<file path="src/rtl/oai21_cell_sequencer.sv">
// Sequencer for exercising a single OAI21 cell (Y = ~((A|B)&C)) under test.
//
// Each run drives the cell inputs through all eight vectors, 000 to 111, in
// order. The cell output goes through a 2-flop synchronizer and is compared
// with the golden value. The sequencer records the worst matching latency
// and counts vectors that time out.
//
// Ports:
//   clk_i      clock; all state changes on the rising edge
//   rst_ni     asynchronous active-low reset
//   start_i    begin a run; sampled only when idle or done
//   y_i        cell-under-test output (asynchronous to clk_i)
//   a_o/b_o/c_o  cell-under-test inputs (vec[2]/vec[1]/vec[0]), registered
//   busy_o     high while waiting on a vector response
//   done_o     level, high from end of run until the next start
//   fail_o     sticky, set by any timeout during the run
//   errcnt_o   number of timed-out vectors, saturating
//   failvec_o  first vector that timed out (valid when fail_o=1)
//   maxlat_o   largest matched latency in the run
module oai21_cell_sequencer #(
  parameter int unsigned LW  = 4,
  parameter int unsigned TMO = 15,
  parameter int unsigned EW  = 4
) (
  input  logic          clk_i,
  input  logic          rst_ni,
  input  logic          start_i,
  input  logic          y_i,
  output logic          a_o,
  output logic          b_o,
  output logic          c_o,
  output logic          busy_o,
  output logic          done_o,
  output logic          fail_o,
  output logic [EW-1:0] errcnt_o,
  output logic [2:0]    failvec_o,
  output logic [LW-1:0] maxlat_o
);

  typedef enum logic [1:0] {StIdle, StWait, StDone} state_e;

  localparam logic [LW-1:0] TmoVal = LW'(TMO);
  localparam logic [LW-1:0] MinLat = LW'(2);

  state_e        state_q;
  logic [2:0]    vec_q;
  logic [LW-1:0] lat_q;
  logic          ys1_q, ys2_q;
  logic          busy_q, done_q, fail_q;
  logic [EW-1:0] errcnt_q;
  logic [2:0]    failvec_q;
  logic [LW-1:0] maxlat_q;

  logic exp_bit;
  logic match;
  logic timeout;

  // Golden response for the vector currently on the cell inputs.
  assign exp_bit = ~((vec_q[2] | vec_q[1]) & vec_q[0]);

  // For the first two cycles after a vector change the synchronizer still
  // carries the previous vector's response, so those compares are masked.
  assign match   = (lat_q >= MinLat) && (ys2_q == exp_bit);
  assign timeout = !match && (lat_q == TmoVal);

  always_ff @(posedge clk_i or negedge rst_ni) begin
    if (!rst_ni) begin
      state_q   <= StIdle;
      vec_q     <= 3'd0;
      lat_q     <= '0;
      ys1_q     <= 1'b0;
      ys2_q     <= 1'b0;
      busy_q    <= 1'b0;
      done_q    <= 1'b0;
      fail_q    <= 1'b0;
      errcnt_q  <= '0;
      failvec_q <= 3'd0;
      maxlat_q  <= '0;
    end else begin
      ys1_q <= y_i;
      ys2_q <= ys1_q;
      unique case (state_q)
        StIdle, StDone: begin
          if (start_i) begin
            state_q   <= StWait;
            vec_q     <= 3'd0;
            lat_q     <= '0;
            busy_q    <= 1'b1;
            done_q    <= 1'b0;
            fail_q    <= 1'b0;
            errcnt_q  <= '0;
            failvec_q <= 3'd0;
            maxlat_q  <= '0;
          end
        end
        StWait: begin
          if (match || timeout) begin
            if (match && (lat_q > maxlat_q)) begin
              maxlat_q <= lat_q;
            end
            if (timeout) begin
              if (errcnt_q != '1) begin
                errcnt_q <= errcnt_q + EW'(1);
              end
              if (!fail_q) begin
                failvec_q <= vec_q;
              end
              fail_q <= 1'b1;
            end
            if (vec_q == 3'd7) begin
              // Last vector: cell inputs stay at 111 while done.
              state_q <= StDone;
              busy_q  <= 1'b0;
              done_q  <= 1'b1;
            end else begin
              vec_q <= vec_q + 3'd1;
              lat_q <= '0;
            end
          end else begin
            lat_q <= lat_q + LW'(1);
          end
        end
        default: begin
          state_q <= StIdle;
          busy_q  <= 1'b0;
          done_q  <= 1'b0;
        end
      endcase
    end
  end

  assign a_o       = vec_q[2];
  assign b_o       = vec_q[1];
  assign c_o       = vec_q[0];
  assign busy_o    = busy_q;
  assign done_o    = done_q;
  assign fail_o    = fail_q;
  assign errcnt_o  = errcnt_q;
  assign failvec_o = failvec_q;
  assign maxlat_o  = maxlat_q;

endmodule

</file>
<file path="config.mk">
export PLATFORM = sky130hd
export DESIGN_NAME = oai21_cell_sequencer
export DESIGN_NICKNAME = d
export VERILOG_FILES = /design/src/rtl/oai21_cell_sequencer.sv
export SDC_FILE = /design/constraint.sdc
export NUM_CORES = 1
export LEC_CHECK = 0
export BUFFER_PORTS_ARGS = -buffer_cell sky130_fd_sc_hd__buf_2
export CAP_MARGIN = 20
export CORE_MARGIN = 2
export CORE_UTILIZATION = 50
export DETAILED_ROUTE_END_ITERATION = 7
export PLACE_DENSITY = 0.81
export SLEW_MARGIN = 30
export SYNTH_ARGS = -nofsm -noshare
export SYNTH_HDL_FRONTEND = slang
export SYNTH_SLANG_ARGS = --single-unit
</file>
<file path="constraint.sdc">
create_clock -name clk_i -period 2.4 [get_ports clk_i]
set_input_delay 0.6 -clock clk_i [delete_from_list [all_inputs] [get_ports clk_i]]
set_output_delay 0.6 -clock clk_i [all_outputs]
set_load 0.03 [all_outputs]
</file>
==> impl_summary.txt, run 1 <==
----------------------------------------------------
[Clocking]
  Clock buffers created by TritonCTS ... 3
  CTS Buffer Depth ... 2
  Skew-Pair Late Insertion Delay ... 320 ps
  Clock net sink count ... 24
  CTS tree ... built
  Hold-fix buffer count after cts ... 0
  CTS clk-pin slew, worst paths ... 120 ps
  Post-CTS Setup Bufs ... 0
  CTS resizes ... 0
  Depth of the CTS H-tree ... 1
  Clock root cell ... sky130_fd_sc_hd__clkbuf_4

[Placement]
  Dpl hpwl ... 1.96 mm
  Count of placed standard cells including taps ... 176
  Gp weighted congestion ... 0.777
  PortBufs ... 20

[Yosys]
  Cell types with the largest area share after synthesis ... sky130_fd_sc_hd__dfrtp_1 46%, sky130_fd_sc_hd__ha_1 8.5%, sky130_fd_sc_hd__mux2i_1 3.8%
  Flip-flop and latch count after synthesis ... 24
  Mapped Nets ... 142
  Share of the yosys chip area belonging to registers ... 0.455
  Syn. warnings ... 0
  Biggest area consumer among synthesized cells ... sky130_fd_sc_hd__dfrtp_1
  Cells after synthesis ... 129
  Synthesized area ... 1320 sq um
  Post-synthesis cell type count ... 33
  Fraction of post-synthesis cell area in the top cell type by area ... 0.455
  Average instance area after synthesis ... 10.2 sq um

[Timing]
  Setup repair after global routing missed its margin ... no
  Worst setup skew after layout ... 7.49 ps
  Fin. max-slew vios ... 0
  Total Negative Setup Slacks ... 0 ps
  Highest clock frequency the design can meet ... 491 MHz
  Hold Fails Final Rpt ... 0
  Worst slew slack as a fraction of its limit ... 0.644
  Number of setup violations in the final report ... 0
  Final cycle utilization of the critical path ... 0.849
  Tmin final ... 2040 ps
  Worst slew pin tran ... 534 ps

[Routing]
  Remaining design rule violation count ... 0
  Wirelength, routed ... 2.59 mm
  Routed wire length per instance ... 14.4 um
  First DRT Iteration DRCs ... 21
  Total iterations of the first detailed-routing run ... 4
  Number of vias per cell ... 5.80
  Via total after detailed routing ... 1038
  Number of antenna-violating nets in the routed design ... 0

[Power]
  Cell-internal power ... 0.00108 W
  PD cells ... 1440 nW/um^2
  Sw Ratio ... 0.493
  Switching component of the power ... 0.00105 W
  Combinational share of power ... 0.574
  Sequential fraction of design power ... 0.345
  Clk network pwr share ... 0.081
  Maximum resistive drop on vdd ... 0.803 mV
  Leakage dissipation ... 0.703 nW
  Final Power ... 0.00212 W

[Global route]
  Pin count of the biggest net entering global routing ... 25
  Sum of overflow across all layers after global routing ... 0
  First-pass GRT wire length ... 4.44 mm
  Via count of the first global-routing pass ... 1029
  Antenna violations before repair ... 0
  Overall track demand over capacity in global routing ... 0.180

[Cells and area]
  Multi-input gate area in the final layout ... 661 sq um
  Fraction of layout cells with a size suffix above 1 ... 0.208
  Final standard cell count with taps included and fillers excluded ... 179
  Final #Nets ... 164
  Commonest non-fill, non-tap cells in the layout ... 24 x sky130_fd_sc_hd__dfrtp_1, 20 x sky130_fd_sc_hd__buf_2, 11 x sky130_fd_sc_hd__nand2_1
  FF/Latch Area ... 601 sq um
  Area growth, synth to finish ... 11.5%
  Number of antenna cells inserted ... 0
  Filler instances ... 210
  Most common cell after layout, fill and taps aside ... sky130_fd_sc_hd__dfrtp_1

[Run status]
  Run status ... completed

[Min path]
  Worst hold-check path type ... input port to async pin

[Floorplanning]
  Die X-Extent ... 55.4 um
  Chip Height ... 55.4 um
  Die outline area ... 3060 sq um
  CORE AREA ... 2480 sq um
  Starting density of the core ... 0.532
  Row cnt ... 18
  I/O pin cnt ... 21

[Job]
  Maximum Capacitance Violations ... 0

[Critical path]
  Worst setup path class ... flip-flop to flip-flop
  Worst r2r src ... lat_q[0]$_DFFE_PN0P_
  Reg2reg end ... errcnt_o[3]$_DFFE_PN0P_
  R2R setup slack ... 360 ps
  CP endpoint kind ... flip-flop
  Arrival time of data at the critical path endpoint ... 2280 ps
  Worst Setup Start Kind ... flip-flop
  Setup crit end ... errcnt_o[3]$_DFFE_PN0P_
  Required time of the worst setup path ... 2640 ps
  Worst R2R Path Depth ... 6
  Critical-path maximum fanout ... 6
  Worst Setup SP ... lat_q[0]$_DFFE_PN0P_

----------------------------------------------------
-- logic make-up (layout without fill, tap and decap cells) --
family	Yosys count	after routing	share of synthesized area
AND/OR/NAND/NOR	45	45	0.186
AO/OA/AOI/OAI	31	31	0.179
flip-flops	24	24	0.455
buffers and inverters	14	34	0.0436
adder cells (fa/ha/maj)	9	9	0.0854
multiplexers	5	5	0.0380
XOR/XNOR	1	1	0.0123
-- stage by stage --
stage	hold WS (ps)	instance area, sq um	utilization	worst slack, ps
final	243	1470	0.593	363
after global routing	268	1470	0.593	224
after CTS	252	1470	0.593	370
after detailed placement	342	1450	0.584	402
after global placement	333	1450	0.584	455
after floorplan	304	1320	-	525
-- registers in the layout, indices dropped and copies added, names as in the netlist --
register	flops
busy_o	1
errcnt_o	4
fail_o	1
failvec_o	3
lat_q	4
maxlat_o	4
state_q	2
vec_q	3
ys1_q	1
ys2_q	1
-- power groups by stage --
stage | registers, W | logic, W | clock network [W]
after floorplan | 0.000922 | 0.000701 | 0
after global placement | 0.000731 | 0.00117 | 0
after detailed placement | 0.000742 | 0.00122 | 0
after CTS | 0.000735 | 0.00122 | 0.000179
after global routing | 0.000767 | 0.00134 | 0.000198
final | 0.000734 | 0.00122 | 0.000172
-- cell usage after synthesis (all sizes together) --
cell	number
o21ai	11
dfrtp	24
buf	4
or2	1
or4	1
a311oi	1
nor4	1
a32o	1
a41oi	1
a21oi	1
nand3	8
or3	2
a22o	4
o311ai	2
inv	9
o2bb2ai	2
nand2b	4
mux2i	5
nand4	2
nor3b	3
nor2b	2
clkbuf	1
nor2	7
nand2	11
and3	2
ha	9
nor3	1
a31oi	1
o22a	1
xor2	1
o211ai	4
a221o	2
-- routing by layer --
layer  routed length (um)  share of wire  vias up  track usage
li1                     -              -      511            -
met4                   40          0.015        0       0.0732
met2                 1300           0.50       15        0.316
met1                 1180           0.45      507        0.218
met5                    0              0        -            0
met3                   70          0.027        5       0.0304
-- cell type report --
| cell class | count | share of cell area |
|---|---|---|
| multi-input cells | 91 | 0.449 |
| flip-flops and latches | 24 | 0.409 |
| repair buffers | 22 | 0.0783 |
| well taps | 30 | 0.0255 |
| inverters | 9 | 0.0230 |
| clock buffers | 3 | 0.0153 |
-- worst min-delay path by stage --
stage	cells past startpoint	startpoint	slack, ps	end
finish	1	rst_ni	240	errcnt_o[3]$_DFFE_PN0P_
global route	1	rst_ni	270	errcnt_o[0]$_DFFE_PN0P_
CTS	1	rst_ni	250	errcnt_o[0]$_DFFE_PN0P_
detailed placement	0	ys1_q$_DFF_PN0_	340	ys2_q$_DFF_PN0_
global placement	0	ys1_q$_DFF_PN0_	330	ys2_q$_DFF_PN0_
floorplan	0	rst_ni	300	busy_o$_DFFE_PN0P_
-- worst max-delay path, cell delays in order (launching register included) --
cell,delay [ps]
sky130_fd_sc_hd__dfrtp_1,440
sky130_fd_sc_hd__inv_1,90
sky130_fd_sc_hd__ha_1,230
sky130_fd_sc_hd__nor4_4,380
sky130_fd_sc_hd__o21ai_2,170
sky130_fd_sc_hd__or4_1,530
sky130_fd_sc_hd__o211ai_1,110
Power figures use the tool's default switching activity.
==> inputs of run 2 (changes only) <==
- PLACE_DENSITY: 0.81 -> 0.84
- clock period: 2.4 -> 1.87 ns (I/O delays scaled with it)
==> impl_summary.txt, run 2 (synthesis gave the netlist of run 1 again) <==
----------------------------------------------------
[Routing]
  Met3 routed wirelength ... 146 um (+110%)
  Number of antenna-violating nets in the routed design ... 0 (unchanged)
  Total length of routed met2 wires ... 1.62 mm (+25%)
  Remaining design rule violation count ... 0 (unchanged)
  Routed wire length per instance ... 16.6 um (+15%)
  Number of vias per cell ... 5.87 (+1.2%)
  Wirelength, routed ... 3.21 mm (+24%)
  Max layer used ... met4
  Via total after detailed routing ... 1138 (+9.6%)
  First DRT Iteration DRCs ... 49 (+130%)
  Total iterations of the first detailed-routing run ... 4 (unchanged)
  Wire length on met1 ... 1.39 mm (+18%)

[Power]
  Final Power ... 0.00329 W (+55%)
  Switching component of the power ... 0.00161 W (+53%)
  Leakage dissipation ... 0.784 nW (+11%)
  Cell-internal power ... 0.00169 W (+57%)
  PD cells ... 1990 nW/um^2 (+37%)
  Maximum resistive drop on vdd ... 1.05 mV (+31%)
  Sequential fraction of design power ... 0.276 (-0.069)
  Clk network pwr share ... 0.068 (-0.013)
  Sw Ratio ... 0.487 (-0.00532)
  Combinational share of power ... 0.656 (+0.082)

[Cells and area]
  Post-Layout Inst Area ... 1660 sq um (+13%)
  Area growth, synth to finish ... 25.8%
  Final #Nets ... 179 (+9.1%)
  Number of antenna cells inserted ... 0 (unchanged)
  Post-route core utilization ... 0.670 (+0.0763)
  Commonest non-fill, non-tap cells in the layout ... 21 x sky130_fd_sc_hd__dfrtp_1, 20 x sky130_fd_sc_hd__buf_2, 17 x sky130_fd_sc_hd__buf_4
  Most common cell after layout, fill and taps aside ... sky130_fd_sc_hd__dfrtp_1
  Filler instances ... 173 (-18%)
  Fraction of layout cells with a size suffix above 1 ... 0.360 (+0.152)

[Clocking]
  CTS Buffer Depth ... 2 (unchanged)
  Skew-Pair Late Insertion Delay ... 310 ps (about the same)
  CTS tree ... built
  Clock root cell ... sky130_fd_sc_hd__clkbuf_4
  Depth of the CTS H-tree ... 1 (unchanged)
  Clock buffers created by TritonCTS ... 3 (unchanged)
  CTS clk-pin slew, worst paths ... 130 ps (about the same)
  Clock net sink count ... 24 (unchanged)

[Placement]
  PortBufs ... 20 (unchanged)
  Gp weighted congestion ... 0.784 (+0.94%)
  Dpl hpwl ... 2.16 mm (+10%)
  Placed instance area ... 1520 sq um (+5.2%)

[Critical path]
  Worst Setup Start Kind ... flip-flop
  Arrival time of data at the critical path endpoint ... 2120 ps (-160 ps)
  Required time of the worst setup path ... 2130 ps (-510 ps)
  Critical-path maximum fanout ... 4 (-2)
  CP endpoint kind ... flip-flop
  Worst setup path class ... flip-flop to flip-flop

[Min path]
  Worst hold-check path type ... input port to async pin

[Timing]
  Worst slew slack as a fraction of its limit ... 0.661 (+0.0169)
  Final cycle utilization of the critical path ... 0.996 (+0.147)
  Worst slew pin tran ... 509 ps (-25.3 ps)
  Setup repair after global routing missed its margin ... yes
  Tmin final ... 1860 ps (-174 ps)
  Final worst hold slack ... 101 ps (-142 ps)
  Number of setup violations in the final report ... 0 (unchanged)
  Fin. max-slew vios ... 0 (unchanged)
  Hold Fails Final Rpt ... 0 (unchanged)
  Worst setup skew after layout ... 6.82 ps (-0.672 ps)
  Highest clock frequency the design can meet ... 537 MHz (+9.3%)

[Floorplanning]
  Row cnt ... 18 (unchanged)
  Die outline area ... 3060 sq um (unchanged)
  Starting density of the core ... 0.532 (unchanged)
  Chip Height ... 55.4 um (unchanged)
  Die X-Extent ... 55.4 um (unchanged)
  I/O pin cnt ... 21 (unchanged)
  CORE AREA ... 2480 sq um (unchanged)

[Job]
  Maximum Capacitance Violations ... 0 (unchanged)

[Global route]
  Pin count of the biggest net entering global routing ... 25 (unchanged)
  First-pass GRT wire length ... 4.97 mm (+12%)
  Antenna violations before repair ... 0 (unchanged)
  Sum of overflow across all layers after global routing ... 0 (unchanged)
  Via count of the first global-routing pass ... 1084 (+5.3%)
  Overall track demand over capacity in global routing ... 0.199 (+0.0181)

[Run status]
  Run status ... completed

----------------------------------------------------
==> run 2: changes by cell type in the layout (fill, tap and decap cells not counted), sizes merged <==
cell	previous run	this run
buf	22	37
==> run 2: path summary, 6_finish.rpt <==
| path | cells after the start | start | slack [ps] | end |
|---|---|---|---|---|
| min reg2reg | 0 | ys1_q$_DFF_PN0_ | 370 | ys2_q$_DFF_PN0_ |
| max | 7 | lat_q[1]$_DFFE_PN0P_ | 7 | maxlat_o[1]$_DFFE_PN0P_ |
| max in group asynchronous | 1 | rst_ni | 1390 | lat_q[1]$_DFFE_PN0P_ |
| max reg2reg | 7 | lat_q[1]$_DFFE_PN0P_ | 7 | maxlat_o[1]$_DFFE_PN0P_ |
| min in group clk_i | 1 | y_i | 250 | ys1_q$_DFF_PN0_ |
| min | 1 | rst_ni | 100 | errcnt_o[1]$_DFFE_PN0P_ |
==> run 2: power by group through the flow <==
stage | Sequential [W] | Clock, W | Combinational, W
finish | 0.000911 | 0.000224 | 0.00216
global route | 0.000937 | 0.000253 | 0.00234
detailed placement | 0.000909 | 0 | 0.00177
floorplan | 0.00118 | 0 | 0.000901
CTS | 0.000904 | 0.000229 | 0.00178
global placement | 0.000895 | 0 | 0.00168
==> run 2: area by class of cell <==
type	count	area, sq um	share of cell area
clock buffer	3	22.5	0.0136
inverter	9	33.8	0.0204
multi-input combinational	91	733	0.442
sequential	24	604	0.364
tap	30	37.5	0.0226
timing repair buffer	37	228	0.137
==> run 2: what timing repair did <==
action	CTS	global route
hold buffers	0	0
setup buffers	0	5
endpoints found under the setup margin	6	13
pin swaps	1	8
resized for setup	1	18
==> run 2: critical path, stage by stage, from the launching register on <==
cell and delay [ps]:
sky130_fd_sc_hd__dfrtp_2 470, sky130_fd_sc_hd__ha_4 180, sky130_fd_sc_hd__nor4_4 320, sky130_fd_sc_hd__buf_4 180, sky130_fd_sc_hd__buf_4 110, sky130_fd_sc_hd__nor3b_1 60, sky130_fd_sc_hd__o2bb2ai_2 300, sky130_fd_sc_hd__a22o_1 210
==> run 2: layer usage <==
layer  track usage  up-vias
met2         0.342       35
li1              -      542
met4        0.0418        0
met5             0        -
met3        0.0281        8
met1         0.266      553
==> run 2: metrics by stage <==
stage	setup slack, ps	std cells	setup TNS [ps]
after detailed placement	8.96	186	0
after floorplan	98.5	129	0
after global placement	86.8	186	0
final	7.00	194	0
after CTS	14.4	189	0
after global routing	-85.5	194	-690
